--- config.mk ---
export PLATFORM = sky130hd
export DESIGN_NAME = rgb_to_colour_flat
export DESIGN_NICKNAME = d
export VERILOG_FILES = /design/src/rtl/rgb_to_colour_if.sv /design/src/rtl/rgb_to_colour.sv /design/src/flat_wrapper.sv
export SDC_FILE = /design/constraint.sdc
export NUM_CORES = 1
export LEC_CHECK = 0
export ABC_AREA = 0
export ABC_CLOCK_PERIOD_IN_PS = 2800
export CAP_MARGIN = 20
export CORE_MARGIN = 5
export CORE_UTILIZATION = 41
export CTS_CLUSTER_DIAMETER = 30
export CTS_CLUSTER_SIZE = 16
export DETAILED_ROUTE_END_ITERATION = 16
export GPL_TIMING_DRIVEN = 0
export PLACE_DENSITY = 0.76
export SETUP_SLACK_MARGIN = 0.05
export SKIP_CTS_REPAIR_TIMING = 1
export SLEW_MARGIN = 20
export SYNTH_ARGS = -nofsm -noshare
export SYNTH_HDL_FRONTEND = slang
export SYNTH_SLANG_ARGS = --single-unit
--- constraint.sdc ---
create_clock -name clk -period 2.8 [get_ports clk]
set_input_delay 0.56 -clock clk [delete_from_list [all_inputs] [get_ports clk]]
set_output_delay 0.56 -clock clk [all_outputs]
set_load 0.005 [all_outputs]
--- src/rtl/rgb_to_colour_if.sv ---
// Stream bundle for rgb_to_colour: pixel-in handshake and colour-code-out handshake.
// The slave modport is the encoder's view; master is the source/sink side.
interface rgb_to_colour_if;
    logic        in_valid;
    logic        in_ready;
    logic [23:0] rgb;
    logic        out_valid;
    logic        out_ready;
    logic [2:0]  colour;
    logic        exact;

    modport master (
        output in_valid, rgb, out_ready,
        input  in_ready, out_valid, colour, exact
    );

    modport slave (
        input  in_valid, rgb, out_ready,
        output in_ready, out_valid, colour, exact
    );
endinterface

--- src/rtl/rgb_to_colour.sv ---
// Two-stage valid/ready encoder from 24-bit RGB to the 3-bit palette code, with an
// inexact-pixel counter. Define RGB_HIST_EN to build the per-colour histogram bins.
module rgb_to_colour #(
    parameter int unsigned THRESH = 128,
    parameter int unsigned CNT_W  = 16
) (
    input  logic             clk,
    input  logic             rst,
    input  logic             enable,
    input  logic             cnt_clr,
    input  logic [2:0]       hist_sel,
    output logic [CNT_W-1:0] inexact_cnt,
    output logic [CNT_W-1:0] hist_data,
    rgb_to_colour_if.slave   bus
);

    localparam logic [7:0]       THR     = 8'(THRESH);
    localparam logic [CNT_W-1:0] CNT_MAX = '1;

    function automatic logic [2:0] quantise(input logic [23:0] px);
        return {px[23:16] >= THR, px[15:8] >= THR, px[7:0] >= THR};
    endfunction

    function automatic logic byte_exact(input logic [7:0] v);
        return (v == 8'h00) || (v == 8'hFF);
    endfunction

    function automatic logic is_exact(input logic [23:0] px);
        return byte_exact(px[23:16]) & byte_exact(px[15:8]) & byte_exact(px[7:0]);
    endfunction

    function automatic logic [CNT_W-1:0] sat_inc(input logic [CNT_W-1:0] v);
        return (v == CNT_MAX) ? v : v + CNT_W'(1);
    endfunction

    logic             s1_valid_q, s1_valid_d;
    logic [2:0]       s1_colour_q, s1_colour_d;
    logic             s1_exact_q, s1_exact_d;
    logic             out_valid_q, out_valid_d;
    logic [2:0]       colour_q, colour_d;
    logic             exact_q, exact_d;
    logic [CNT_W-1:0] cnt_q, cnt_d;

    logic in_ready;
    logic in_fire;
    logic out_fire;
    logic s1_move;

    // in_ready looks through the output register so a full pipe still streams.
    assign out_fire = out_valid_q & bus.out_ready;
    assign s1_move  = enable & s1_valid_q & (~out_valid_q | bus.out_ready);
    assign in_ready = enable & (~s1_valid_q | s1_move);
    assign in_fire  = bus.in_valid & in_ready;

    always_comb begin
        s1_valid_d  = s1_valid_q;
        s1_colour_d = s1_colour_q;
        s1_exact_d  = s1_exact_q;
        out_valid_d = out_valid_q;
        colour_d    = colour_q;
        exact_d     = exact_q;
        cnt_d       = cnt_q;

        if (s1_move) begin
            s1_valid_d = 1'b0;
        end
        if (in_fire) begin
            s1_valid_d  = 1'b1;
            s1_colour_d = quantise(bus.rgb);
            s1_exact_d  = is_exact(bus.rgb);
        end

        if (s1_move) begin
            out_valid_d = 1'b1;
            colour_d    = s1_colour_q;
            exact_d     = s1_exact_q;
        end else if (out_fire) begin
            out_valid_d = 1'b0;
        end

        if (cnt_clr) begin
            cnt_d = '0;
        end else if (out_fire && !exact_q) begin
            cnt_d = sat_inc(cnt_q);
        end
    end

    always_ff @(posedge clk or posedge rst) begin
        if (rst) begin
            s1_valid_q  <= 1'b0;
            s1_colour_q <= '0;
            s1_exact_q  <= 1'b0;
            out_valid_q <= 1'b0;
            colour_q    <= '0;
            exact_q     <= 1'b0;
            cnt_q       <= '0;
        end else begin
            s1_valid_q  <= s1_valid_d;
            s1_colour_q <= s1_colour_d;
            s1_exact_q  <= s1_exact_d;
            out_valid_q <= out_valid_d;
            colour_q    <= colour_d;
            exact_q     <= exact_d;
            cnt_q       <= cnt_d;
        end
    end

    assign bus.in_ready  = in_ready;
    assign bus.out_valid = out_valid_q;
    assign bus.colour    = colour_q;
    assign bus.exact     = exact_q;
    assign inexact_cnt   = cnt_q;

`ifdef RGB_HIST_EN
    logic [CNT_W-1:0] bin_q [8];
    logic [CNT_W-1:0] bin_d [8];
    logic [CNT_W-1:0] hist_q;

    always_comb begin
        for (int i = 0; i < 8; i++) begin
            bin_d[i] = bin_q[i];
            if (cnt_clr) begin
                bin_d[i] = '0;
            end else if (out_fire && (colour_q == 3'(i))) begin
                bin_d[i] = sat_inc(bin_q[i]);
            end
        end
    end

    // Read port samples the bins before this edge's update: one cycle of latency.
    always_ff @(posedge clk or posedge rst) begin
        if (rst) begin
            for (int i = 0; i < 8; i++) begin
                bin_q[i] <= '0;
            end
            hist_q <= '0;
        end else begin
            for (int i = 0; i < 8; i++) begin
                bin_q[i] <= bin_d[i];
            end
            hist_q <= bin_q[hist_sel];
        end
    end

    assign hist_data = hist_q;
`else
    logic unused_hist_sel;
    assign unused_hist_sel = ^hist_sel;
    assign hist_data       = '0;
`endif

endmodule

--- src/flat_wrapper.sv ---
// flat-port wrapper written by rule: the top's interface ports become plain ports
module rgb_to_colour_flat 
#(
    parameter int unsigned THRESH = 128,
    parameter int unsigned CNT_W  = 16
)
  (clk, rst, enable, cnt_clr, hist_sel, inexact_cnt, hist_data, bus_in_valid, bus_rgb, bus_out_ready, bus_in_ready, bus_out_valid, bus_colour, bus_exact);
  rgb_to_colour_if bus_i ();
  input  logic clk;
  input  logic rst;
  input  logic enable;
  input  logic cnt_clr;
  input  logic [2:0] hist_sel;
  output logic [CNT_W-1:0] inexact_cnt;
  output logic [CNT_W-1:0] hist_data;
  input wire logic [$bits(bus_i.in_valid)-1:0] bus_in_valid;
  input wire logic [$bits(bus_i.rgb)-1:0] bus_rgb;
  input wire logic [$bits(bus_i.out_ready)-1:0] bus_out_ready;
  output wire logic [$bits(bus_i.in_ready)-1:0] bus_in_ready;
  output wire logic [$bits(bus_i.out_valid)-1:0] bus_out_valid;
  output wire logic [$bits(bus_i.colour)-1:0] bus_colour;
  output wire logic [$bits(bus_i.exact)-1:0] bus_exact;
  assign bus_i.in_valid = bus_in_valid;
  assign bus_i.rgb = bus_rgb;
  assign bus_i.out_ready = bus_out_ready;
  assign bus_in_ready = bus_i.in_ready;
  assign bus_out_valid = bus_i.out_valid;
  assign bus_colour = bus_i.colour;
  assign bus_exact = bus_i.exact;
  rgb_to_colour #(.THRESH(THRESH), .CNT_W(CNT_W)) u_core (.clk(clk), .rst(rst), .enable(enable), .cnt_clr(cnt_clr), .hist_sel(hist_sel), .inexact_cnt(inexact_cnt), .hist_data(hist_data), .bus(bus_i));
endmodule
==> flow_summary.json <==
{
  "setup-tns-final_ps": 0,
  "synth_top_area_share_pct": 41.67,
  "seqCellArea_um2": 650.6,
  "drt_iter0_markers": 39,
  "worstPathCellList": "clkdlybuf4s50_1, nand3b_4, or4_1, clkbuf_2, nor4b_1, mux2_2",
  "antenna_found_initial": 0,
  "min_from": "u_core.s1_exact_q",
  "num_io_pins": 71,
  "synth.top_cells.by_area": "dfrtp_1, mux2_2, buf_4",
  "required_ps": 2960,
  "netlist_instances": 165,
  "antenna_left": 0,
  "synth_top_family_by_area": "simple AND/OR/NAND/NOR gates",
  "grt_pass1_wl_mm": 6.044,
  "multi_input_area_um2": 807.0,
  "power_frac_comb_pct": 26.3,
  "synth_common_cells": "dfrtp_1, buf_4, mux2_2, nor2_1, nor4_1",
  "overflow": 0,
  "worstRegToRegCells": 6,
  "numPortBuffers": 51,
  "synth-seq-cells": 26,
  "cts_sinks": 26,
  "cts_max_level": 1,
  "rows": 22,
  "grt_use_total_pct": 14.42,
  "swShare_pct": 25.53,
  "post-route-period-util_pct": 88.55,
  "synthAdderAreaFrac_pct": 0.8013,
  "cp-start-kind": "primary input",
  "slew_headroom_pct": 37.75,
  "vdd_drop_max_v": 0.0002616,
  "path_max_fanout": 10,
  "synthFlopType": "dfrtp_1",
  "r2r_slack_ps": 470,
  "drv_cap": 0,
  "clock_skew_ps": 5.597,
  "r2r_start": "u_core.inexact_cnt[0]",
  "whs_ps": 483.5,
  "core_area_mm2": 0.003689,
  "wl_per_cell_um": 12.95,
  "synth_compound_area_share_pct": 8.093,
  "grt_max_degree": 27,
  "grt_pass1_vias": 1344,
  "viasPerCell": 5.025,
  "clkTransAtPathRegs_ps": 90,
  "tritoncts": "built",
  "nFillCells": 349,
  "finalHoldViolCount": 0,
  "post-route-drc-count": 0,
  "place_hpwl_mm": 2.875,
  "cp_slowest_stage_delay_ps": 540,
  "wl_mm": 3.652,
  "maxSlewViolCount": 0,
  "clk_latency_ps": 270,
  "path_class": "in -> reg",
  "cts_inserted_buffers": 3,
  "p_sw_w": 0.0002268,
  "vias": 1417,
  "p_int_w": 0.0006617,
  "synth_top_area_cell": "dfrtp_1",
  "worstHoldPathType": "reg -> reg",
  "synth_edf_count": 0,
  "synth-seq-area-share_pct": 41.67,
  "cp-startpoint": "bus_out_ready",
  "dieArea_mm2": 0.005143,
  "power_density_mw_per_mm2": 398.5,
  "die_h_um": 71.72,
  "nNetsFinal": 270,
  "power_frac_clock_pct": 23.4,
  "outcome": "completed",
  "yosys.cell_count.top_type": "dfrtp_1",
  "first_pass_iters": 4,
  "synthMuxAreaShare_pct": 10.74,
  "synth_warnings": 0,
  "power_frac_seq_pct": 50.3,
  "reg2reg_to": "u_core.inexact_cnt[14]",
  "cts_buffer_depth": 2,
  "cp_slowest_cell": "clkdlybuf4s50_1",
  "fmax_ghz": 0.4033,
  "synth_cell_types": 29,
  "synthArstFlopShare_pct": 100.0,
  "die_w_um": 71.72,
  "p_leak_nw": 0.9049,
  "yosys.area_share.simple_pct": 28.21,
  "synth_area_mm2": 0.001561,
  "gp_congestion": 0.7884,
  "start_util_pct": 42.33,
  "end_kind": "register",
  "setup_violations": 0,
  "critPathArrivalTime_ps": 2640,
  "drive_gt1_share_pct": 16.67,
  "synth_xor_area_share_pct": 0,
  "fin_crit_ps": 2479,
  "cts_root_buf": "clkbuf_8",
  "cp-endpoint": "u_core.inexact_cnt[13]",
  "rsz0062_at_grt": "no",
  "syn2layout_area_growth_pct": 42.79,
  "postSynthAreaPerCell_um2": 9.464,
  "n_antenna_cell": 0,
  "worst_pin_slew_ps": 928.0
}
==> metrics by stage <==
step                util [%]  power [W]  area (um2)  setup slack, ps  cells
CTS                    60.45  0.0008974        2230            336.6    282
floorplan                  -  0.0005568        1618            760.3    180
finish                 60.45  0.0008885        2230            320.5    282
global route           60.45  0.0009399        2230            249.7    282
detailed placement     59.33  0.0006902        2188            56.54    279
global placement       59.33  0.0006839        2188            68.43    279
==> power by group through the flow <==
stage / clock (W) / combinational (W) / sequential (W)
after floorplan: 0 / 0.000104 / 0.000452
after global placement: 0 / 0.000232 / 0.000452
after detailed placement: 0 / 0.000235 / 0.000455
after CTS: 0.000215 / 0.000236 / 0.000447
after global routing: 0.000228 / 0.000259 / 0.000453
final: 0.000208 / 0.000234 / 0.000446
==> logic make-up (layout without fill, tap and decap cells) <==
kind of cell	after synthesis	after routing
other	1	16
buffers and inverters	26	80
flip-flops	26	26
AND/OR/NAND/NOR	75	75
adder cells (fa/ha/maj)	1	1
AO/OA/AOI/OAI	21	21
multiplexers	15	15
==> worst min-delay path by stage <==
| stage | end | slack (ps) | cells after the start |
|---|---|---|---|
| global route | u_core.s1_colour_q[0] | 530 | 1 |
| detailed placement | u_core.s1_exact_q | 460 | 2 |
| global placement | u_core.s1_exact_q | 470 | 2 |
| CTS | u_core.s1_exact_q | 490 | 2 |
| floorplan | u_core.s1_exact_q | 440 | 2 |
| finish | u_core.s1_exact_q | 480 | 2 |
==> sequential cells by signal, indices dropped and copies added (netlist names) <==
register	cells
u_core.bus.colour	3
u_core.bus.exact	1
u_core.s1_exact_q	1
u_core.s1_valid_q	1
u_core.bus.out_valid	1
u_core.inexact_cnt	16
u_core.s1_colour_q	3
==> critical path, delay by kind of cell <==
family	cells	cell delay, ps
mux	1	370
simple gates	3	1000
buf+inv	2	710
==> layer usage <==
| layer | vias up | track usage [%] | part of all wire (%) |
|---|---|---|---|
| met2 | 36 | 22.86 | 47 |
| met5 | - | 0 | 0 |
| met1 | 655 | 19.48 | 47 |
| li1 | 720 | - | - |
| met3 | 6 | 2.945 | 4.8 |
| met4 | 0 | 5.010 | 1.6 |
==> cell usage in the layout (no fill, tap or decap), types with 2 or more instances in the layout <==
master and n:
nor4_1 12, clkdlybuf4s50_1 51, or4_1 8, mux2_2 14, nor2b_1 7, nand2_1 6, clkbuf_1 3, nor2_1 14
nor4b_1 2, o21ai_0 2, inv_1 4, clkbuf_8 3, a21oi_1 11, nand3_1 6, nand4_1 9, dfrtp_1 26
buf_4 16, o31ai_1 7, or2_2 3, conb_1 16, nand2b_1 3
==> layout make-up <==
cell class                 instances  area share (%)
buffer                            21           6.341
clock buffer                       3           1.852
inverter                           5          0.8418
multi-input combinational        128           36.20
sequential                        26           29.18
tap                               48           2.694
timing repair buffer              51           22.90
Note: power is estimated with default switching activity, not from simulation.
==> patch 1 (same settings) <==
The option `RGB_HIST_EN` is turned on by a define.
--- a/src/rtl/rgb_to_colour.sv
+++ b/src/rtl/rgb_to_colour.sv
@@ -1,4 +1,6 @@
 // Two-stage valid/ready encoder from 24-bit RGB to the 3-bit palette code, with an
 // inexact-pixel counter. Define RGB_HIST_EN to build the per-colour histogram bins.
+`define RGB_HIST_EN
+
 module rgb_to_colour #(
     parameter int unsigned THRESH = 128,
Function: changed (Yosys sat finds a counterexample within 10 cycles, from zero or initial values and one cycle with rst high).
==> patch 1 against the unedited design <==
Sequential cell count increased by 144. Via count rose to 5.6 times the old value. Total power grew to 6.3 times the old value. Setup slack worse by 0.072 ns. Design area grew to 5.1 times the old value. Wire length grew to 6.8 times the old value. Hold slack better by 0.0043 ns. Register-to-register slack worse by 0.11 ns. Synthesized area increased to 6.1 times the old value. Clock skew up 0.0038 ns.
==> patch 1: results (changes against the unedited design) <==
.. list-table::
   :header-rows: 1

   * - Metric
     - Value
   * - Ys async rst share
     - 1.00 (unchanged)
   * - Total routing usage reported by global routing
     - 0.194 (+0.0493)
   * - Final HPWL from detailed placement
     - 18,700 um (+550%)
   * - Clock tree skew after final layout
     - 0.00944 ns (+0.00384 ns)
   * - Iteration-0 DRC Markers
     - 627 (+1500%)
   * - Residual DRC count
     - 0 (unchanged)
   * - Number of distinct library cells after synthesis
     - 51 (+76%)
   * - Bufs on Longest Clock Path
     - 2 (unchanged)
   * - Global-route wire length before repair
     - 40,400 um (+570%)
   * - Proportion of layout cells with a drive suffix above 1
     - 0.105 (-0.0617)
   * - Worst reg2reg path depth
     - 6 (unchanged)
   * - Headroom to the max-slew limit
     - 0.274 (-0.104)
   * - Top post-synthesis cells by area
     - dfrtp_1 45%, mux4_2 7.6%, xnor2_1 7.5%, nor2_1 6.0%, xor2_1 3.6%
   * - Seq/Total Area, Yosys
     - 0.447 (+0.0299)
   * - Initial antenna violation count
     - 0 (unchanged)
   * - DRT Pass-1 Iters
     - 5 (+1)
   * - HP Class
     - register to register
   * - Flip-flop count of the largest register, all copies and words added
     - 128 (+112)
   * - Result of the run
     - finished, final reports clean
   * - Maximum number of pins on one net before global-route repair
     - 36 (+33%)
   * - Post-placement cell area
     - 0.0107 mm^2 (+390%)
   * - Crit path max fanout
     - 9 (-1)
   * - Insertion delay to the later sink of the worst-skew pair
     - 0.44 ns (+0.17 ns)
   * - Avg WL per Cell
     - 18.4 um (+42%)
   * - Clock input transition at the sequential cells of the worst setup and hold paths
     - 0.07 ns (-0.02 ns)
   * - ANT cells
     - 0 (unchanged)
   * - Top flip-flop cell by instance count after synthesis
     - dfrtp_1
   * - Required time of the worst setup path
     - 2.24 ns (-0.72 ns)
   * - Leak pwr
     - 4.27 nW (+370%)
   * - Maximum vdd ir drop
     - 0.000360 V (+38%)
   * - Register with the most flip-flops
     - u_core.bin_q
   * - Port bufs
     - 66 (+29%)
   * - Number of buffers created by CTS
     - 17 (+14)
   * - GPL Wtd Cong
     - 0.969 (+23%)
   * - Number of warnings issued by yosys
     - 0 (unchanged)
   * - Number of global-route vias before repair
     - 7,472 (+460%)
   * - Count of nets after finishing
     - 1,077 (+300%)
   * - Commonest cells post-synth
     - 170 x dfrtp_1, 152 x nor2_1, 82 x xnor2_1, 59 x nand3_1, 55 x nand2_1
   * - Root Buffer
     - clkbuf_16
   * - Post-Syn Nets
     - 987
   * - Via count
     - 7,904 (+460%)
   * - H-tree Lvls
     - 4 (+3)
-- patch 1: cell types whose count changed after synthesis, moves of 41 or more --
| cell | before | now |
|---|---|---|
| dfrtp_1 | 26 | 170 |
| nand3_1 | 6 | 59 |
| nor2_1 | 14 | 152 |
| xnor2_1 | 0 | 82 |
| nor3_1 | 1 | 45 |
| nand2_1 | 6 | 55 |
| nand4_1 | 9 | 50 |
-- patch 1: critical path: stages (launching register included) --
cell             delay (ns)
dfrtp_1                0.37
buf_2                  0.18
nor2b_1                0.17
a21boi_0               0.26
clkdlybuf4s50_1        0.57
-- patch 1: worst paths after layout --
check / start / end / slack (ns)
max: u_core.bus.out_valid$_DFFE_PP0P_ / bus_in_ready / 0.25
min: u_core.s1_exact_q$_DFFE_PP0P_ / u_core.s1_exact_q$_DFFE_PP0P_ / 0.49
max reg2reg: u_core.bin_q[48]$_DFFE_PP0P_ / u_core.bin_q[48]$_DFFE_PP0P_ / 0.36
min reg2reg: u_core.s1_exact_q$_DFFE_PP0P_ / u_core.s1_exact_q$_DFFE_PP0P_ / 0.49
max in group asynchronous: rst / u_core.bin_q[89]$_DFFE_PP0P_ / 1.49
min in group asynchronous: rst / u_core.bin_q[54]$_DFFE_PP0P_ / 0.52
-- patch 1: logic make-up (layout without fill, tap and decap cells) --
family | count (synthesis) | after routing | synth area share
adder cells (fa/ha/maj) | 9 | 9 | 0.0118
buffers and inverters | 43 | 146 | 0.0180
XOR/XNOR | 121 | 121 | 0.111
AND/OR/NAND/NOR | 491 | 491 | 0.271
multiplexers | 60 | 60 | 0.108
AO/OA/AOI/OAI | 51 | 51 | 0.0332
flip-flops | 170 | 170 | 0.447
-- patch 1: final cells by class --
class	instances	area, um^2
Clock inverter	11	138
Tap cell	313	392
Clock buffer	21	460
Buffer	39	156
Sequential cell	170	4250
Multi-Input combinational cell	732	5100
Fill cell	2011	11500
Inverter	4	18.8
Timing Repair Buffer	71	768
-- patch 1: per-stage QoR --
step	power, mW	hold WS (ns)	worst slack (ns)	TNS, ns	std cells
after floorplan	2.95	0.438	0.0713	0	945
after global placement	3.21	0.457	-1.31	-219.71	1324
after detailed placement	3.24	0.469	0.131	0	1329
after CTS	5.63	0.491	0.215	0	1361
after global routing	5.80	0.532	0.118	0	1361
final	5.60	0.488	0.249	0	1361
-- patch 1: layer usage --
metal,global-route usage,part of all wire,up-vias
met4,0.0800,0.030,0
li1,-,-,3630
met3,0.0377,0.086,54
met2,0.297,0.45,393
met5,0,0,-
met1,0.270,0.43,3827
-- patch 1: report_power, final --
group	switching [mW]	total [mW]	internal, mW
combinational	0.335	0.587	0.252
sequential	0.0982	2.61	2.51
clock	1.03	2.40	1.38
total	1.46	5.60	4.14
==> patch 2 (config.mk and constraints unchanged) <==
Made on the original files. Register the output `inexact_cnt` once more, with the module's reset; this adds one clock of latency there. The other outputs are not delayed to match.
--- a/src/rtl/rgb_to_colour.sv
+++ b/src/rtl/rgb_to_colour.sv
@@ -110,5 +110,11 @@
     assign bus.colour    = colour_q;
     assign bus.exact     = exact_q;
-    assign inexact_cnt   = cnt_q;
+    always_ff @(posedge clk or posedge rst) begin
+        if (rst) begin
+            inexact_cnt <= '0;
+        end else begin
+            inexact_cnt <= cnt_q;
+        end
+    end
 
 `ifdef RGB_HIST_EN
Behaviour: not the same (a bounded check fails within 4 cycles, from zero or initial values and one cycle with rst high).
==> patch 2 against the unedited design <==
Synthesized area is 34% higher. Setup slack gained 0.091 ns. Sequential cell count increased by 16. Wire length up 20%. Global-route usage is 0.083 points lower. Largest cell class is now sequential cells. Largest power group unchanged. Combinational power increased by 3%. Clock power increased by 130%. Total power grew 56%. Design area grew 29%. Highest routed layer unchanged.
==> patch 2: results (changes against the unedited design) <==
.. list-table::
   :header-rows: 1

   * - Metric
     - Value
   * - Top post-synthesis cells by area
     - dfrtp_1 50%, buf_4 5.7%, mux2_2 3.8%, a21oi_1 3.1%, nor4_4 3.0%
   * - Maximum vdd ir drop
     - 0.000187 V (-28%)
   * - Number of distinct library cells after synthesis
     - 41 (+41%)
   * - Insertion delay to the later sink of the worst-skew pair
     - 0.29 ns (+0.02 ns)
   * - Endpoint arrival time on the critical path
     - 1.83 ns (-0.81 ns)
   * - Fill cells
     - 442 (+27%)
   * - Crit path max fanout
     - 4 (-6)
   * - Global-route wire length before repair
     - 7290 um (+21%)
   * - H-tree Lvls
     - 2 (+1)
   * - Launching point of the worst reg2reg path
     - u_core.cnt_q[0]$_DFFE_PP0P_
   * - Initial antenna violation count
     - 0 (unchanged)
   * - Port bufs
     - 51 (unchanged)
   * - Result of the run
     - finished, final reports clean
   * - Hold Path Sink
     - u_core.inexact_cnt[5]$_DFF_PP0_
   * - Count of nets after finishing
     - 293 (+8.5%)
   * - Commonest cells post-synth
     - 42 x dfrtp_1, 16 x buf_4, 13 x a21oi_1, 10 x nand2_1, 10 x nand4_1
   * - Slowest stage delay, CP
     - 0.51 ns (-0.03 ns)
   * - Total routing usage reported by global routing
     - 0.143 (-0.000833)
   * - Clock-net power
     - 0.469 mW (+130%)
   * - GPL Wtd Cong
     - 0.770 (-2.3%)
   * - Internal power
     - 1.07 mW (+61%)
   * - Hold path depth
     - 0 (-2)
   * - Clock tree skew after final layout
     - 0.00790 ns (+0.00230 ns)
   * - Iteration-0 DRC Markers
     - 46 (+18%)
   * - Proportion of layout cells with a drive suffix above 1
     - 0.181 (+0.0141)
   * - Leak pwr
     - 1.24 nW (+37%)
   * - HP Class
     - register to register
   * - HP Start
     - u_core.cnt_q[5]$_DFFE_PP0P_
   * - ANT cells
     - 0 (unchanged)
   * - Registers with the most flip-flops
     - u_core.cnt_q: 16 flops, u_core.inexact_cnt: 16 flops
   * - Average via count per standard cell
     - 4.89 (-2.7%)
   * - Headroom to the max-slew limit
     - 0.664 (+0.286)
   * - Final HPWL from detailed placement
     - 3390 um (+18%)
   * - Worst reg2reg path depth
     - 7 (+1)
   * - Number of global-route vias before repair
     - 1,557 (+16%)
   * - Seq/Total Area, Yosys
     - 0.502 (+0.0851)
   * - Ys async rst share
     - 1.00 (unchanged)
   * - Reg2reg setup slack
     - 0.94 ns (+0.47 ns)
   * - Seq power
     - 0.680 mW (+52%)
   * - Worst r2r dst
     - u_core.cnt_q[7]$_DFFE_PP0P_
   * - Root Buffer
     - clkbuf_8
   * - Family of cells with the greatest summed delay on the critical path
     - buffers and inverters
   * - Maximum number of pins on one net before global-route repair
     - 24 (-11%)
   * - Aggregate routed wire length
     - 4370 um (+20%)
   * - Number of buffers created by CTS
     - 5 (+2)
-- patch 2: cell families after synthesis --
group / after synthesis / share of synthesized area
simple gates: 75 / 0.253
flops: 42 / 0.502
compound gates: 28 / 0.0830
buf+inv: 26 / 0.0890
mux: 12 / 0.0657
fa+ha+maj: 1 / 0.00597
other cells: 1 / 0.00179
-- patch 2: area by class of cell --
cell class                      count  area [um^2]  area share
Sequential cell                    42         1050       0.364
Clock buffer                        6         72.6      0.0251
Timing Repair Buffer               52          538       0.186
Inverter                            4         15.0     0.00520
Buffer                             22          171      0.0594
Multi-Input combinational cell    132          913       0.316
Clock inverter                      2         37.5      0.0130
Tap cell                           70         87.6      0.0303
-- patch 2: worst max-delay path by stage --
stage,to,startpoint,depth (start not counted)
global placement,bus_in_ready,bus_out_ready,4
global route,bus_in_ready,bus_out_ready,4
CTS,bus_in_ready,bus_out_ready,4
floorplan,u_core.cnt_q[15]$_DFFE_PP0P_,bus_out_ready,5
detailed placement,u_core.cnt_q[15]$_DFFE_PP0P_,bus_out_ready,6
finish,bus_in_ready,bus_out_ready,4
-- patch 2: per-stage QoR --
step	instance area [um^2]	std cells	hold slack (ns)	setup slack, ns	power, mW
final	2890	330	0.470	0.412	1.39
after CTS	2890	330	0.471	0.397	1.40
after floorplan	2150	200	0.408	1.05	0.795
after detailed placement	2780	322	0.443	0.377	0.934
after global placement	2750	321	0.437	0.391	0.923
after global routing	2890	330	0.491	0.324	1.46
-- patch 2: metal layers --
| metal | vias to the layer above | global-route usage | wire [um] |
|---|---|---|---|
| met5 | - | 0 | 0 |
| met4 | 0 | 0.0608 | 75 |
| met3 | 8 | 0.0252 | 190 |
| met2 | 35 | 0.239 | 2310 |
| met1 | 768 | 0.183 | 1800 |
| li1 | 803 | - | - |
